===== config.mk =====
export PLATFORM = sky130hd
export DESIGN_NAME = result_display_flat
export DESIGN_NICKNAME = d
export VERILOG_FILES = /design/src/rtl/result_display_pkg.sv /design/src/rtl/result_display_if.sv /design/src/rtl/result_display_seg7_encode.sv /design/src/rtl/result_display.sv /design/src/flat_wrapper.sv
export SDC_FILE = /design/constraint.sdc
export NUM_CORES = 1
export LEC_CHECK = 0
export CAP_MARGIN = 20
export CORE_ASPECT_RATIO = 0.5
export CORE_UTILIZATION = 60
export DETAILED_ROUTE_END_ITERATION = 12
export DONT_BUFFER_PORTS = 1
export GPL_ROUTABILITY_DRIVEN = 0
export GPL_TIMING_DRIVEN = 0
export PLACE_DENSITY = 0.8
export SYNTH_ARGS = -nofsm -noshare
export SYNTH_HDL_FRONTEND = slang
export SYNTH_SLANG_ARGS = --single-unit
export TNS_END_PERCENT = 100

===== constraint.sdc =====
create_clock -name clk -period 3.5 [get_ports clk]
set_input_delay 0.525 -clock clk [delete_from_list [all_inputs] [get_ports clk]]
set_output_delay 0.525 -clock clk [all_outputs]
set_load 0.1 [all_outputs]

===== src/rtl/result_display_pkg.sv =====
// Shared types for the divider result display: FSM states, internal digit codes,
// segment patterns and the double-dabble step.
package result_display_pkg;

    typedef enum logic [1:0] {
        ST_IDLE   = 2'd0,
        ST_CONV_Q = 2'd1,
        ST_CONV_R = 2'd2,
        ST_LOAD   = 2'd3
    } state_t;

    // Digit codes 0-9 are the decimal values themselves
    localparam logic [3:0] DIG_MINUS = 4'd10;
    localparam logic [3:0] DIG_E     = 4'd11;
    localparam logic [3:0] DIG_R     = 4'd12;
    localparam logic [3:0] DIG_BLANK = 4'd15;

    // Segment order {g,f,e,d,c,b,a}, active-low
    localparam logic [6:0] SEG_0     = 7'b1000000;
    localparam logic [6:0] SEG_1     = 7'b1111001;
    localparam logic [6:0] SEG_2     = 7'b0100100;
    localparam logic [6:0] SEG_3     = 7'b0110000;
    localparam logic [6:0] SEG_4     = 7'b0011001;
    localparam logic [6:0] SEG_5     = 7'b0010010;
    localparam logic [6:0] SEG_6     = 7'b0000010;
    localparam logic [6:0] SEG_7     = 7'b1111000;
    localparam logic [6:0] SEG_8     = 7'b0000000;
    localparam logic [6:0] SEG_9     = 7'b0010000;
    localparam logic [6:0] SEG_MINUS = 7'b0111111;
    localparam logic [6:0] SEG_E     = 7'b0000110;
    localparam logic [6:0] SEG_R     = 7'b0101111;
    localparam logic [6:0] SEG_BLANK = 7'b1111111;

    // One double-dabble iteration: correct nibbles >= 5, then shift {bcd, bin} left
    function automatic logic [19:0] dabble_step(input logic [11:0] bcd, input logic [7:0] bin);
        logic [11:0] adj;
        for (int i = 0; i < 3; i++) begin
            adj[i*4 +: 4] = (bcd[i*4 +: 4] >= 4'd5) ? bcd[i*4 +: 4] + 4'd3 : bcd[i*4 +: 4];
        end
        return {adj[10:0], bin, 1'b0};
    endfunction

endpackage


===== src/rtl/result_display_if.sv =====
// Divider-result bus into the display block plus the scanned display outputs.
interface result_display_if;
    logic       done;
    logic       DVZ;
    logic [7:0] quo_mag;
    logic       quo_neg;
    logic [7:0] rem_mag;
    logic       rem_neg;
    logic       sel_rem;
    logic [6:0] seg;
    logic [3:0] an;
    logic       busy;

    modport master (
        output done, DVZ, quo_mag, quo_neg, rem_mag, rem_neg, sel_rem,
        input  seg, an, busy
    );

    modport slave (
        input  done, DVZ, quo_mag, quo_neg, rem_mag, rem_neg, sel_rem,
        output seg, an, busy
    );
endinterface


===== src/rtl/result_display_seg7_encode.sv =====
// Combinational digit-code to active-low seven-segment pattern; unknown codes are blank.
module seg7_encode
    import result_display_pkg::*;
(
    input  logic [3:0] code,
    output logic [6:0] seg
);

    always_comb begin
        seg = SEG_BLANK;
        case (code)
            4'd0:      seg = SEG_0;
            4'd1:      seg = SEG_1;
            4'd2:      seg = SEG_2;
            4'd3:      seg = SEG_3;
            4'd4:      seg = SEG_4;
            4'd5:      seg = SEG_5;
            4'd6:      seg = SEG_6;
            4'd7:      seg = SEG_7;
            4'd8:      seg = SEG_8;
            4'd9:      seg = SEG_9;
            DIG_MINUS: seg = SEG_MINUS;
            DIG_E:     seg = SEG_E;
            DIG_R:     seg = SEG_R;
            default:   seg = SEG_BLANK;
        endcase
    end

endmodule


===== src/rtl/result_display.sv =====
// Latches signed quotient/remainder on a done edge, converts both to BCD serially and
// scans the selected result (or "Err ") onto a 4-digit multiplexed seven-segment display.
module result_display
    import result_display_pkg::*;
#(
    parameter int REFRESH_BITS = 17
) (
    input  logic             clk,
    input  logic             rst_n,
    result_display_if.slave  bus
);

    state_t      state, state_nxt;
    logic        done_q;
    logic        capture;
    logic        last;
    logic [2:0]  cnt;
    logic [7:0]  wbin;
    logic [11:0] wbcd;
    logic [19:0] step;
    logic [7:0]  rem_mag_l;
    logic        quo_neg_l, rem_neg_l;
    logic [11:0] bcd_q, bcd_r;
    logic [11:0] disp_q, disp_r;
    logic        disp_qn, disp_rn;
    logic        valid;

    logic [REFRESH_BITS-1:0] refresh;
    logic [1:0]  idx;
    logic [11:0] sel_bcd;
    logic        sel_neg;
    logic [3:0]  dig;
    logic [6:0]  seg_c;
    logic [6:0]  seg_r;
    logic [3:0]  an_r;

    assign capture = bus.done & ~done_q & ~bus.DVZ;
    assign last    = (cnt == 3'd7);
    assign step    = dabble_step(wbcd, wbin);

    always_ff @(posedge clk) begin
        if (!rst_n) state <= ST_IDLE;
        else        state <= state_nxt;
    end

    // A fresh capture always restarts the sequence, even mid-conversion
    always_comb begin
        state_nxt = state;
        bus.busy  = (state != ST_IDLE);
        if (capture) begin
            state_nxt = ST_CONV_Q;
        end else begin
            case (state)
                ST_CONV_Q: if (last) state_nxt = ST_CONV_R;
                ST_CONV_R: if (last) state_nxt = ST_LOAD;
                ST_LOAD:   state_nxt = ST_IDLE;
                default:   state_nxt = ST_IDLE;
            endcase
        end
    end

    always_ff @(posedge clk) begin
        if (!rst_n) begin
            done_q    <= 1'b0;
            cnt       <= 3'd0;
            wbin      <= 8'd0;
            wbcd      <= 12'd0;
            rem_mag_l <= 8'd0;
            quo_neg_l <= 1'b0;
            rem_neg_l <= 1'b0;
            bcd_q     <= 12'd0;
            bcd_r     <= 12'd0;
            disp_q    <= 12'd0;
            disp_r    <= 12'd0;
            disp_qn   <= 1'b0;
            disp_rn   <= 1'b0;
            valid     <= 1'b0;
        end else begin
            done_q <= bus.done;
            if (capture) begin
                wbin      <= bus.quo_mag;
                wbcd      <= 12'd0;
                rem_mag_l <= bus.rem_mag;
                quo_neg_l <= bus.quo_neg;
                rem_neg_l <= bus.rem_neg;
                cnt       <= 3'd0;
            end else begin
                case (state)
                    ST_CONV_Q: begin
                        cnt <= cnt + 3'd1;
                        if (last) begin
                            bcd_q <= step[19:8];
                            wbin  <= rem_mag_l;
                            wbcd  <= 12'd0;
                        end else begin
                            {wbcd, wbin} <= step;
                        end
                    end
                    ST_CONV_R: begin
                        cnt <= cnt + 3'd1;
                        if (last) bcd_r <= step[19:8];
                        else      {wbcd, wbin} <= step;
                    end
                    ST_LOAD: begin
                        disp_q  <= bcd_q;
                        disp_r  <= bcd_r;
                        disp_qn <= quo_neg_l;
                        disp_rn <= rem_neg_l;
                        valid   <= 1'b1;
                    end
                    default: ;
                endcase
            end
        end
    end

    always_ff @(posedge clk) begin
        if (!rst_n) refresh <= '0;
        else        refresh <= refresh + 1'b1;
    end

    assign idx = refresh[REFRESH_BITS-1 -: 2];

    // Digit mux: error text overrides everything, then the blank pre-capture state
    always_comb begin
        sel_bcd = bus.sel_rem ? disp_r  : disp_q;
        sel_neg = bus.sel_rem ? disp_rn : disp_qn;
        dig     = DIG_BLANK;
        if (bus.DVZ) begin
            case (idx)
                2'd3:    dig = DIG_E;
                2'd2:    dig = DIG_R;
                2'd1:    dig = DIG_R;
                default: dig = DIG_BLANK;
            endcase
        end else if (valid) begin
            case (idx)
                2'd3:    dig = (sel_neg && sel_bcd != 12'd0) ? DIG_MINUS : DIG_BLANK;
                2'd2:    dig = (sel_bcd[11:8] == 4'd0) ? DIG_BLANK : sel_bcd[11:8];
                2'd1:    dig = (sel_bcd[11:4] == 8'd0) ? DIG_BLANK : sel_bcd[7:4];
                default: dig = sel_bcd[3:0];
            endcase
        end
    end

    seg7_encode u_seg7_encode (
        .code (dig),
        .seg  (seg_c)
    );

    always_ff @(posedge clk) begin
        if (!rst_n) begin
            seg_r <= SEG_BLANK;
            an_r  <= 4'b1111;
        end else begin
            seg_r <= seg_c;
            an_r  <= ~(4'b0001 << idx);
        end
    end

    assign bus.seg = seg_r;
    assign bus.an  = an_r;

endmodule


===== src/flat_wrapper.sv =====
// flat-port wrapper written by rule: the top's interface ports become plain ports
module result_display_flat import result_display_pkg::*;
#(
    parameter int REFRESH_BITS = 17
)
  (clk, rst_n, bus_done, bus_DVZ, bus_quo_mag, bus_quo_neg, bus_rem_mag, bus_rem_neg, bus_sel_rem, bus_seg, bus_an, bus_busy);
  result_display_if bus_i ();
  input  logic clk;
  input  logic rst_n;
  input wire logic [$bits(bus_i.done)-1:0] bus_done;
  input wire logic [$bits(bus_i.DVZ)-1:0] bus_DVZ;
  input wire logic [$bits(bus_i.quo_mag)-1:0] bus_quo_mag;
  input wire logic [$bits(bus_i.quo_neg)-1:0] bus_quo_neg;
  input wire logic [$bits(bus_i.rem_mag)-1:0] bus_rem_mag;
  input wire logic [$bits(bus_i.rem_neg)-1:0] bus_rem_neg;
  input wire logic [$bits(bus_i.sel_rem)-1:0] bus_sel_rem;
  output wire logic [$bits(bus_i.seg)-1:0] bus_seg;
  output wire logic [$bits(bus_i.an)-1:0] bus_an;
  output wire logic [$bits(bus_i.busy)-1:0] bus_busy;
  assign bus_i.done = bus_done;
  assign bus_i.DVZ = bus_DVZ;
  assign bus_i.quo_mag = bus_quo_mag;
  assign bus_i.quo_neg = bus_quo_neg;
  assign bus_i.rem_mag = bus_rem_mag;
  assign bus_i.rem_neg = bus_rem_neg;
  assign bus_i.sel_rem = bus_sel_rem;
  assign bus_seg = bus_i.seg;
  assign bus_an = bus_i.an;
  assign bus_busy = bus_i.busy;
  result_display #(.REFRESH_BITS(REFRESH_BITS)) u_core (.clk(clk), .rst_n(rst_n), .bus(bus_i));
endmodule

# --- After elaboration in Yosys (flattened, before gate mapping) ---
# Memory sizes are Yosys's and may differ from the RTL's. A register that Yosys moved wholly into a read port is not among the register bits.
# Cells that the tools add are included.
classes:
  add_sub_neg: 5
  order_cmp: 3
  eq_ne: 13
  shift: 1
  muxes: 23
  n_bitwise: 7
  reduce_logical: 18
ops:
  columns: ["cell", "n"]
  rows:
  - ["2-to-1 mux 12 bit", 3]
  - ["2-to-1 mux 4 bit", 6]
  - ["2-to-1 mux 8 bit", 3]
  - ["one-hot mux 12 bit (2 select lines)", 1]
  - ["adder 17 x 1 -> 17 bit, second input constant", 1]
  - ["one-hot mux 8 bit (2 select lines)", 1]
  - ["greater-or-equal comparator 4 x 3 -> 1 bit, second input constant", 3]
  - ["one-hot mux 4 bit (3 select lines)", 1]
  - ["nonzero test 12 bit", 1]
  - ["AND reduction 2 bit", 5]
  - ["adder 4 x 2 -> 4 bit, second input constant", 2]
  - ["equality test 2 bit, second input constant", 4]
  - ["logical NOT 8 bit", 1]
  - ["2-to-1 mux 3 bit", 2]
  - ["inequality test 3 x 1 -> 1 bit, second input constant", 2]
  - ["one-hot mux 3 bit (2 select lines)", 1]
  - ["AND reduction 3 bit", 2]
  - ["OR reduction 2 bit", 3]
  - ["equality test 2 x 1 -> 1 bit, second input constant", 2]
  - ["logical NOT 4 bit", 1]
  - ["2-to-1 mux 2 bit", 2]
  - ["inequality test 2 x 1 -> 1 bit, second input constant", 2]
  - ["NOT 1 bit", 4]
  - ["NOT 4 bit", 1]
  - ["13 further kinds", 16]
word_totals:
  reg_bits: 108
  romBits: 112
  out_inout_bits: 12
  wordCells: 89
  n_memories: 1
mem_list:
  columns: ["memory", "depth", "word_bits", "rd", "rd_clocked_by_memory_dff", "wr", "line_no", "text"]
  rows:
  - ["(no name shown)", 16, 7, 1, 1, 0, "result_display_seg7_encode.sv:11", "case (code)"]

# --- Depth between registers and ports, before layout ---
# Gate-level depths: netlist (run 1).
logic_depth:
  word_depth: 7
  depth_mapped: 11
  depth_no_buf: 10

# --- Modules after synthesis ---
# Synthesis (run 1) repeated with hierarchy kept, for this count alone.
unflattened:
  cells_unflattened: 613
  area_unflattened_um2: 5246.3
modules_own_cells:
  columns: ["module", "instances", "cells_per_inst", "area_each_um2"]
  rows:
  - ["result_display", 1, 580, 4993.5]
  - ["seg7_encode", 1, 33, 252.7]

# --- Worst setup path before layout (run 1) ---
# No wires, ideal clock.
synth_path:
  path_kind: "input to register"
  startpoint: "input bus_sel_rem"
  endpoint: "register u_core.seg_r[4], in the netlist u_core.bus.seg[4]"
  setup_time_ns: 0.122
  t_arrival_ns: 2.443
  setup_slack_ns: 0.936
  path_stages: 8
  path_cell_list: "or4_1 -> or4_4 -> nand3_1 -> o31ai_1 -> ha_1 -> nand2b_1 -> o311ai_0 -> o32a_1"
synth_between:
  elab_chain_len: 7
synth_lines:
  columns: ["element", "line_no", "text"]
  rows:
  - ["start: declaration", "flat_wrapper.sv:16", "input wire logic [$bits(bus_i.sel_rem)-1:0] bus_sel_rem;"]
  - ["2-to-1 mux 12 bit", "result_display.sv:126", "sel_bcd = bus.sel_rem ? disp_r : disp_q;"]
  - ["nonzero test 12 bit", "result_display.sv:138", "2'd3: dig = (sel_neg && sel_bcd != 12'd0) ? DIG_MINUS : DIG_BLANK;"]
  - ["logical AND 1 bit", "result_display.sv:138", null]
  - ["2-to-1 mux 3 bit", "result_display.sv:138", null]
  - ["one-hot mux 4 bit (3 select lines) (*)", "result_display.sv:137", "case (idx)"]
  - ["2-to-1 mux 4 bit (*)", "result_display.sv:136", "end else if (valid) begin"]
  - ["2-to-1 mux 4 bit (*)", "result_display.sv:129", "if (bus.DVZ) begin"]
  - ["end: declaration", "result_display.sv:34", "logic [6:0] seg_r;"]
# Mark *: on every way between the ends. The rest lies on a longest branch, timed or not.
# A chain may end at the register's enable or synchronous reset.

# --- Worst setup path in the final report (run 1) ---
layout_path:
  startpoint: "register u_core.refresh[15]"
  endpoint: "register u_core.seg_r[4], in the netlist u_core.bus.seg[4]"
layout_between:
  elab_chain_len: 4
layout_lines:
  columns: ["element", "line_no", "text"]
  rows:
  - ["start: declaration", "result_display.sv:28", "logic [REFRESH_BITS-1:0] refresh;"]
  - ["start signal: assignment", "result_display.sv:119", "else refresh <= refresh + 1'b1;"]
  - ["equality test 2 x 1 -> 1 bit / equality test 2 bit (equally long branches)", "result_display.sv:130, result_display.sv:137", null]
  - ["one-hot mux 4 bit (3 select lines) / OR reduction 2 bit (equally long branches)", null, null]
  - ["2-to-1 mux 4 bit / one-hot mux 3 bit (2 select lines) (equally long branches)", "result_display.sv:136, result_display.sv:130", null]
  - ["2-to-1 mux 4 bit (*)", "result_display.sv:129", null]
# Marks and branches as above.

==> results.json, run 1 <==
{
  "overflow": 0,
  "ys_ff_latch": 115,
  "io-pin-count": 35,
  "nNetsFinal": 699,
  "cp-start-kind": "flop",
  "end_kind": "flop",
  "cp.arrival_ns": 3.20,
  "die_y_um": 69.4,
  "rsz0062_at_grt": "no",
  "wl_mm": 12.4,
  "fin_crit_ns": 2.92,
  "synth_flop_cell": "dfxtp_1",
  "fin_tns_setup_ns": 0,
  "syn_to_final_growth_pct": 13.4,
  "clock_skew_ns": 0.00827,
  "ant_nets": 0,
  "layout-drive-gt1-share_pct": 6.01,
  "yosysUniqueCellTypes": 58,
  "max_slew_margin_pct": 36.5,
  "syn_area_per_cell_um2": 8.60,
  "htree_num_levels": 4,
  "max-vdd-ir-drop_uv": 393,
  "grt_start_max_net_pins": 17,
  "power.leakage_nw": 2.39,
  "cts.sinks": 115,
  "coreArea_mm2": 0.00877,
  "die_w_um": 137,
  "hold_path.class": "input pin to flop",
  "synth_seq_area_share_pct": 42.2,
  "grt_pass1_wl_mm": 20.6,
  "grt_pass1_vias": 4279,
  "antenna_found_initial": 0,
  "synth-edff-count": 0,
  "maxCapViolations": 0,
  "p_total_mw": 3.22,
  "multi_input_area_mm2": 0.00294,
  "cts_resized": 0,
  "syn_nets": 680,
  "path_clk_slew_ns": 0.05,
  "wl_per_cell_um": 15.8,
  "clk_latency_ns": 0.42,
  "maxSlewViolCount": 0,
  "cts_tree": "done",
  "setup_viol": 0,
  "track_usage_pct": 28.3,
  "clk_path_buf_depth": 2,
  "synthesis.instances": 634,
  "drc_errors": 0,
  "port_buffers": 0,
  "worstSetupPathType": "flop to flop",
  "finalCritPeriodShare_pct": 83.5,
  "async_flop_share_pct": 0,
  "fin_util_pct": 70.6,
  "vias_per_cell": 5.74,
  "num_vias": 4492,
  "worstPathRequired_ns": 3.78,
  "cp_max_fo": 10,
  "regArea_mm2": 0.00230,
  "fp.dieArea_mm2": 0.00950,
  "tightest_slew_ns": 0.951,
  "cts-root-buf": "clkbuf_16",
  "cts-buffers-inserted": 17,
  "start_util_pct": 62.2,
  "hold_buffers": 0,
  "drtIter0Drc": 319,
  "drt_first_pass_iters": 5,
  "post_cts_buffers": 0,
  "status": "complete, no violations",
  "rows": 24,
  "hold_viol": 0,
  "n_antenna_cell": 0,
  "nFillCells": 666,
  "yosysWarnings": 0,
  "fmaxAchievable_mhz": 342,
  "place_hpwl_mm": 8.63,
  "cellPowerDensity_mw_per_mm2": 521,
  "syn_area_mm2": 0.00545
}
synth_stat cells (3+ instances only):
cell      instances  area share [%]
ha_1             23             5.3
o21ai_1           3            0.28
mux2i_1          13             2.4
and4_1            3            0.48
or3_1             3            0.34
o31ai_1           3            0.41
inv_1            19             1.3
nand4_1           5            0.57
nor4_1            3            0.34
o211a_1          18             3.3
xnor2_1          17             2.7
o22ai_1           8            0.92
a32oi_1           4            0.64
a21oi_1          16             1.5
nand2b_1          9             1.0
nor2b_1           5            0.57
a21boi_0         51             7.0
nand2_1         142             9.8
dfxtp_1         115              42
a22oi_1           7            0.96
nor3_1           13             1.2
and2_1           22             2.5
and3_1            5            0.57
o311ai_0          4            0.64
nand3_1          12             1.1
nor2_1           21             1.4
nor3b_1           5            0.69
clkbuf_1         34             2.3
o21ai_0          13             1.2
cell families (layout without fill, tap and decap cells):
| group | after synthesis | after routing | share of synthesized area [%] |
|---|---|---|---|
| muxes | 14 | 14 | 2.59 |
| xor gates and xnor gates | 19 | 19 | 3.05 |
| buffers and inverters | 57 | 89 | 3.97 |
| AOI/OAI and AO/OA | 147 | 147 | 20.2 |
| and+or+nand+nor | 259 | 259 | 22.7 |
| adders and majority gates | 23 | 23 | 5.28 |
| DFF | 115 | 115 | 42.2 |
routing by layer:
layer | vias to the layer above | track usage [%] | part of all wire, %
met5 | - | 0 | 0
met4 | 0 | 12.6 | 2.3
met3 | 30 | 6.58 | 4.4
met2 | 99 | 44.8 | 45
met1 | 2114 | 36.7 | 48
li1 | 2249 | - | -
cell type report:
type                            instances  area share, %
Buffer                                 38           2.35
Tap cell                              117           2.37
Inverter                               19           1.15
Sequential cell                       115           37.2
Clock buffer                           22           7.34
Multi-Input combinational cell        462           47.4
Clock inverter                         10           2.14
report_power, final:
group / total, mW / internal (mW) / switching (mW)
combinational: 0.137 / 0.0504 / 0.0871
sequential: 1.35 / 1.33 / 0.0194
clock: 1.73 / 1.13 / 0.600
total: 3.22 / 2.51 / 0.707
layout by cell type (no fill, tap or decap), types with 13 or more instances in the layout:
cell,synthesis,layout
a21oi_1,16,16
clkbuf_16,0,17
inv_1,19,19
and2_1,22,22
o211a_1,18,18
xnor2_1,17,17
o21ai_0,13,13
nor2_1,21,21
clkbuf_1,34,38
nand2_1,142,142
ha_1,23,23
mux2i_1,13,13
dfxtp_1,115,115
nor3_1,13,13
a21boi_0,51,51
through the flow:
stage	cell area, um^2	hold slack (ns)	setup slack (ns)	std cells
after floorplan	5450	0.413	0.936	634
after global placement	5600	0.432	0.679	751
after detailed placement	5600	0.433	0.626	751
after CTS	6190	0.240	0.603	783
after global routing	6190	0.249	0.349	783
final	6190	0.245	0.579	783
sequential cells by signal, indices dropped and copies added, names as in the netlist, 2 cells and up:
| register | flops |
|---|---|
| u_core.bus.seg | 7 |
| u_core.bus.an | 4 |
| u_core.state | 2 |
| u_core.disp_q | 12 |
| u_core.bcd_r | 12 |
| u_core.disp_r | 12 |
| u_core.bcd_q | 12 |
| u_core.rem_mag_l | 8 |
| u_core.cnt | 3 |
| u_core.wbin | 8 |
| u_core.wbcd | 12 |
| u_core.refresh | 17 |
worst max-delay path, cell delays in order (launching register included):
cell	delay, ns
dfxtp_1	0.42
inv_1	0.11
ha_1	0.20
clkbuf_1	0.20
nor2_1	0.13
o21ai_0	0.09
o31ai_1	0.64
ha_1	0.41
nand2b_1	0.09
o311ai_0	0.12
o32a_1	0.36
final timing paths:
check	start	end	slack (ns)	cells past startpoint
max	u_core.refresh[15]$_SDFF_PN0_	u_core.bus.seg[4]$_SDFF_PN1_	0.58	10
min	bus_done	u_core.done_q$_SDFF_PN0_	0.25	1
max reg2reg	u_core.refresh[15]$_SDFF_PN0_	u_core.bus.seg[4]$_SDFF_PN1_	0.58	10
min reg2reg	u_core.refresh[0]$_SDFF_PN0_	u_core.refresh[0]$_SDFF_PN0_	0.45	1
(Power assumes the default switching activity.)
==> run 2, diff against run 1 <==
- clock period: 3.5 -> 2.75 ns (I/O delays scaled with it)
==> results.json, run 2 (synthesized netlist as in run 1, its figures left out) <==
{
  "status": "complete, no violations",
  "placed_cells": 751,
  "crit_slowest_cell": "or4_4",
  "fp.dieArea_mm2": 0.00950,
  "finalCritPeriodShare_pct": 98.6,
  "cp_max_fo": 4,
  "met1_usage_pct": 36.8,
  "coreArea_mm2": 0.00877,
  "vias_per_cell": 5.78,
  "cpMostUsedCell": "or4_4",
  "fin_util_pct": 71.0,
  "maxSlewViolCount": 0,
  "setup_viol": 0,
  "layout-drive-gt1-share_pct": 7.03,
  "wl_mm": 12.5,
  "hold_path.class": "input pin to flop",
  "port_buffers": 0,
  "worstSetupPathType": "flop to flop",
  "whs_path_depth": 1,
  "largest_reg_flops": 17,
  "clk_path_buf_depth": 2,
  "regMostFlops": "u_core.refresh",
  "overflow": 0,
  "max-vdd-ir-drop_uv": 502,
  "holdWs_ns": 0.129,
  "cellPowerDensity_mw_per_mm2": 659,
  "num_vias": 4544,
  "drc_errors": 0,
  "fin_crit_ns": 2.71,
  "cts-buffers-inserted": 17,
  "r2r_slack_ns": 0.04,
  "n_antenna_cell": 0,
  "cts_tree": "done",
  "power.leakage_nw": 2.41,
  "worst-path-buf-inv": 1,
  "htree_num_levels": 4,
  "hold_start": "bus_done",
  "stdcell_count": 786,
  "path_clk_slew_ns": 0.05,
  "hold-path-endpoint": "u_core.done_q$_SDFF_PN0_",
  "nNetsFinal": 702,
  "layout_common_cells": "nand2_1 (142), dfxtp_1 (114), a21boi_0 (51), clkbuf_1 (38), ha_1 (23)",
  "grt_pass1_vias": 4282,
  "end_kind": "flop",
  "clock_skew_ns": 0.0139,
  "syn_to_final_growth_pct": 14.2,
  "hold_buffers": 0,
  "crit_cells": 9,
  "worstPathRequired_ns": 3.04,
  "track_usage_pct": 28.3,
  "final_common_cell": "nand2_1",
  "clk_latency_ns": 0.42,
  "gr-usage-met3_pct": 6.58,
  "wl_per_cell_um": 15.8,
  "rows": 24,
  "cts.sinks": 115,
  "place_hpwl_mm": 8.63,
  "drt_first_pass_iters": 5,
  "die_y_um": 69.4,
  "grt_start_max_net_pins": 17,
  "cp-start-kind": "flop",
  "io-pin-count": 35,
  "hold_viol": 0,
  "busiest_layer": "met2",
  "die_w_um": 137,
  "crit_family": "simple AND/OR/NAND/NOR gates",
  "fin_tns_setup_ns": 0,
  "nFillCells": 659,
  "cp.arrival_ns": 3.00,
  "tightest_slew_ns": 0.952,
  "multi_input_area_mm2": 0.00295,
  "slowest_delay_ns": 0.57,
  "regArea_mm2": 0.00230,
  "grtUsageMet2_pct": 45.0,
  "r2r_cells": 9,
  "antenna_found_initial": 0,
  "maxCapViolations": 0,
  "rr_startpoint": "u_core.disp_q[8]$_SDFFE_PN0P_",
  "ant_nets": 0,
  "cts-root-buf": "clkbuf_16",
  "fmaxAchievable_mhz": 369,
  "reg2reg_to": "u_core.bus.seg[4]$_SDFF_PN1_",
  "grt_pass1_wl_mm": 20.7,
  "drtIter0Drc": 323,
  "max_slew_margin_pct": 36.4,
  "path_cells": "or4_4, or4_4, nand3_1, o31ai_2, ha_1, buf_4, nand2_1, o31ai_1, o32a_1",
  "start_util_pct": 62.2
}
## run 2: through the flow
stage	cell area, um^2	setup WS [ns]	power, mW
2_1_floorplan	5450	0.209	1.89
3_3_place_gp	5600	-0.0707	1.92
3_5_place_dp	5600	-0.124	1.93
4_1_cts	6200	0.00840	4.10
5_1_grt	6230	-0.0234	4.21
6_report	6230	0.0392	4.10
## run 2: repair_timing
action	in CTS	in global routing
gates resized for setup	1	3
setup buffers	1	2
setup endpoints to repair	1	1
pin swaps	1	3
## run 2: layout make-up
type	instances	share of cell area, %
Multi-Input combinational cell	462	47.4
Sequential cell	115	37.0
Clock buffer	22	7.30
Tap cell	117	2.35
Buffer	38	2.33
Clock inverter	10	2.13
Inverter	19	1.15
Timing Repair Buffer	3	0.362
## run 2: routing by layer
metal | up-vias | wire, um
li1 | 2252 | -
met1 | 2150 | 5950
met2 | 111 | 5690
met3 | 31 | 546
met4 | 0 | 264
met5 | - | 0
## run 2: worst max path at each step
stage | start | to | slack, ns
floorplan | u_core.disp_q[8]$_SDFFE_PN0P_ | u_core.bus.seg[4]$_SDFF_PN1_ | 0.21
global placement | u_core.refresh[15]$_SDFF_PN0_ | u_core.bus.seg[4]$_SDFF_PN1_ | -0.07
detailed placement | u_core.refresh[15]$_SDFF_PN0_ | u_core.bus.seg[4]$_SDFF_PN1_ | -0.12
CTS | u_core.disp_q[8]$_SDFFE_PN0P_ | u_core.bus.seg[4]$_SDFF_PN1_ | 0.008
global route | u_core.disp_r[8]$_SDFFE_PN0P_ | u_core.bus.seg[4]$_SDFF_PN1_ | -0.02
finish | u_core.disp_q[8]$_SDFFE_PN0P_ | u_core.bus.seg[4]$_SDFF_PN1_ | 0.04
## run 2: worst register-to-register path: stages (launching register included)
cell,delay (ns)
dfxtp_2,0.34
or4_4,0.54
or4_4,0.57
nand3_1,0.10
o31ai_2,0.10
ha_1,0.32
buf_4,0.15
nand2_1,0.07
o31ai_1,0.07
o32a_1,0.32
## run 2: report_power, final
group,switching (mW),internal (mW)
clock,0.765,1.44
sequential,0.0248,1.70
combinational,0.111,0.0645
total,0.901,3.20
==> RTL change, RTL diff (flow settings as in run 2) <==
`REFRESH_BITS` is set to 17 in 2 places; all go to 34.
--- a/src/rtl/result_display.sv
+++ b/src/rtl/result_display.sv
@@ -3,7 +3,7 @@
 module result_display
     import result_display_pkg::*;
 #(
-    parameter int REFRESH_BITS = 17
+    parameter int REFRESH_BITS = 34
 ) (
     input  logic             clk,
     input  logic             rst_n,
--- a/src/flat_wrapper.sv
+++ b/src/flat_wrapper.sv
@@ -1,7 +1,7 @@
 // flat-port wrapper written by rule: the top's interface ports become plain ports
 module result_display_flat import result_display_pkg::*;
 #(
-    parameter int REFRESH_BITS = 17
+    parameter int REFRESH_BITS = 34
 )
   (clk, rst_n, bus_done, bus_DVZ, bus_quo_mag, bus_quo_neg, bus_rem_mag, bus_rem_neg, bus_sel_rem, bus_seg, bus_an, bus_busy);
   result_display_if bus_i ();
Formal check against the unedited RTL: same outputs for any inputs over 10 cycles, from zero or initial values and one cycle with rst_n low; that may be too few to reach the edited logic, so the function may still have changed.
==> RTL change against run 2 <==
Clock power increased by 12%. Largest power group unchanged. Final area increased by 16%. First-iteration DRC count decreased by 14%. Sequential cell count increased by 17. Routed wire length increased by 21%. Worst setup slack improved by 31 ps. Worst hold slack got worse by 15 ps. Area after synthesis increased by 16%. Total power increased by 13%. Global-route usage decreased by 0.12 points. Highest routed layer unchanged.
==> RTL change: results (changes against run 2) <==
status - finished, final reports clean (unchanged)
CP endpoint - u_core.bus.seg[5]$_SDFF_PN1_ (was u_core.bus.seg[4]$_SDFF_PN1_)
share of total power in the clock network - 0.533 (was 0.538)
Leak - 2.79 nW (was 2.41 nW)
Pre-Repair DR Iteration Count - 5 (unchanged)
worst hold margin - 114 ps (was 129 ps)
min-delay src - bus_done (unchanged)
clk_skew - 10.6 ps (was 13.9 ps)
r2r setup slk - 70 ps (was 40 ps)
initial antenna violation count - 0 (unchanged)
CP top delay family - simple AND/OR/NAND/NOR gates (unchanged)
Reg with most FFs - u_core.refresh (unchanged)
WL final - 15.1 mm (was 12.5 mm)
global-route wire length before repair - 23.8 mm (was 20.7 mm)
Synth warnings - 0 (unchanged)
total power - 0.00463 W (was 0.00410 W)
total track usage - 0.282 (was 0.283)
Post-DP Area - 6500 sq um (was 5600 sq um)
post-DP HPWL - 10.3 mm (was 8.63 mm)
top post-synthesis cells by area - dfxtp_1 (42%), nand2_1 (9.3%), a21boi_0 (6.8%), ha_1 (4.6%), xnor2_1 (3.2%) (was dfxtp_1 (42%), nand2_1 (9.8%), a21boi_0 (7.0%), ha_1 (5.3%), o211a_1 (3.3%))
post-DR vias/cell - 5.73 (was 5.78)
Reg clk slew, reported paths - 60 ps
worst hold-check path type - in -> reg (unchanged)
Clk Latency, worst-skew pair - 420 ps (about the same)
Buffers on Ports - 0 (unchanged)
comb pwr - 0.000191 W (was 0.000176 W)
clk root buf - clkbuf_16 (unchanged)
VDD IR max - 0.395 mV (was 0.502 mV)
max reg flops - 34 (was 17)
drt initial violations - 278 (was 323)
Crit-path slowest cell - o311ai_4 (was or4_4)
Critical Path AT - 2980 ps (was 3000 ps)
cell count after synthesis - 742 (was 634)
switching pwr - 0.00107 W (was 0.000901 W)
fraction of layout cells with a size suffix above 1 - 0.0757 (was 0.0703)
Net count, final - 812 (was 702)
Antenna Cells - 0 (unchanged)
R2R depth - 9 (unchanged)
Cells after DPL - 882 (was 751)
Least-Margin Pin Slew - 971 ps (was 952 ps)
Worst Setup SP - u_core.refresh[32]$_SDFF_PN0_ (was u_core.disp_q[8]$_SDFFE_PN0P_)
largest net degree at the start of global routing - 17 (unchanged)
crit path max fanout - 5 (was 4)
Finished Layout Cells - 919 (was 786)
CTS max path bufs - 2 (unchanged)
Synth Flop Type - dfxtp_1 (unchanged)
htree depth - 4 (unchanged)
post-synth net total - 788 (was 680)
synth unique cells - 58 (unchanged)
CP peak stage delay - 420 ps (was 570 ps)
sequential fraction of the synthesis area - 0.418 (was 0.422)
top cells by count, synth - nand2_1 (157), dfxtp_1 (132), a21boi_0 (57) (was nand2_1 (142), dfxtp_1 (115), a21boi_0 (51))
vias in the first global route - 4702 (was 4282)
-- RTL change: kinds of logic after synthesis --
kind of cell / count (synthesis) / synth area share
xor+xnor: 29 / 0.0402
simple gates: 315 / 0.243
compound gates: 166 / 0.193
fa+ha+maj: 23 / 0.0455
mux: 13 / 0.0208
buf+inv: 64 / 0.0398
flops: 132 / 0.418
-- RTL change: metal layers --
metal	GRT usage	wire (microns)
met4	0.102	278
met3	0.0730	730
met5	0	0
met1	0.355	6960
met2	0.479	7110
-- RTL change: per-stage QoR --
| stage | setup TNS, ps | worst slack (ps) |
|---|---|---|
| after floorplan | 0 | 194 |
| after global placement | -75.6 | -68.7 |
| after detailed placement | -163 | -103 |
| after CTS | 0 | 2.22 |
| after global routing | -103 | -31.6 |
| final | 0 | 70.6 |
-- RTL change: layout make-up --
cell class                      instances  area, sq um
Multi-Input combinational cell        546         3470
Fill cell                             788         3000
Sequential cell                       132         2640
Clock buffer                           18          439
Clock inverter                         14          200
Tap cell                              140          175
Buffer                                 40          161
Inverter                               24         90.1
Timing Repair Buffer                    5         37.5
-- RTL change: timing repair --
action / in CTS / in global routing
endpoints found under the setup margin: 4 / 4
pin swaps: 2 / 2
buffers inserted: 2 / 3
resized for setup: 1 / 6
-- RTL change: how the worst min path moves through the flow --
| stage | to | depth (start not counted) |
|---|---|---|
| final | u_core.done_q$_SDFF_PN0_ | 1 |
| after global routing | u_core.done_q$_SDFF_PN0_ | 1 |
| after CTS | u_core.done_q$_SDFF_PN0_ | 1 |
| after detailed placement | u_core.disp_q[4]$_SDFFE_PN0P_ | 2 |
| after global placement | u_core.rem_neg_l$_SDFFE_PN0P_ | 2 |
| after floorplan | u_core.refresh[0]$_SDFF_PN0_ | 1 |
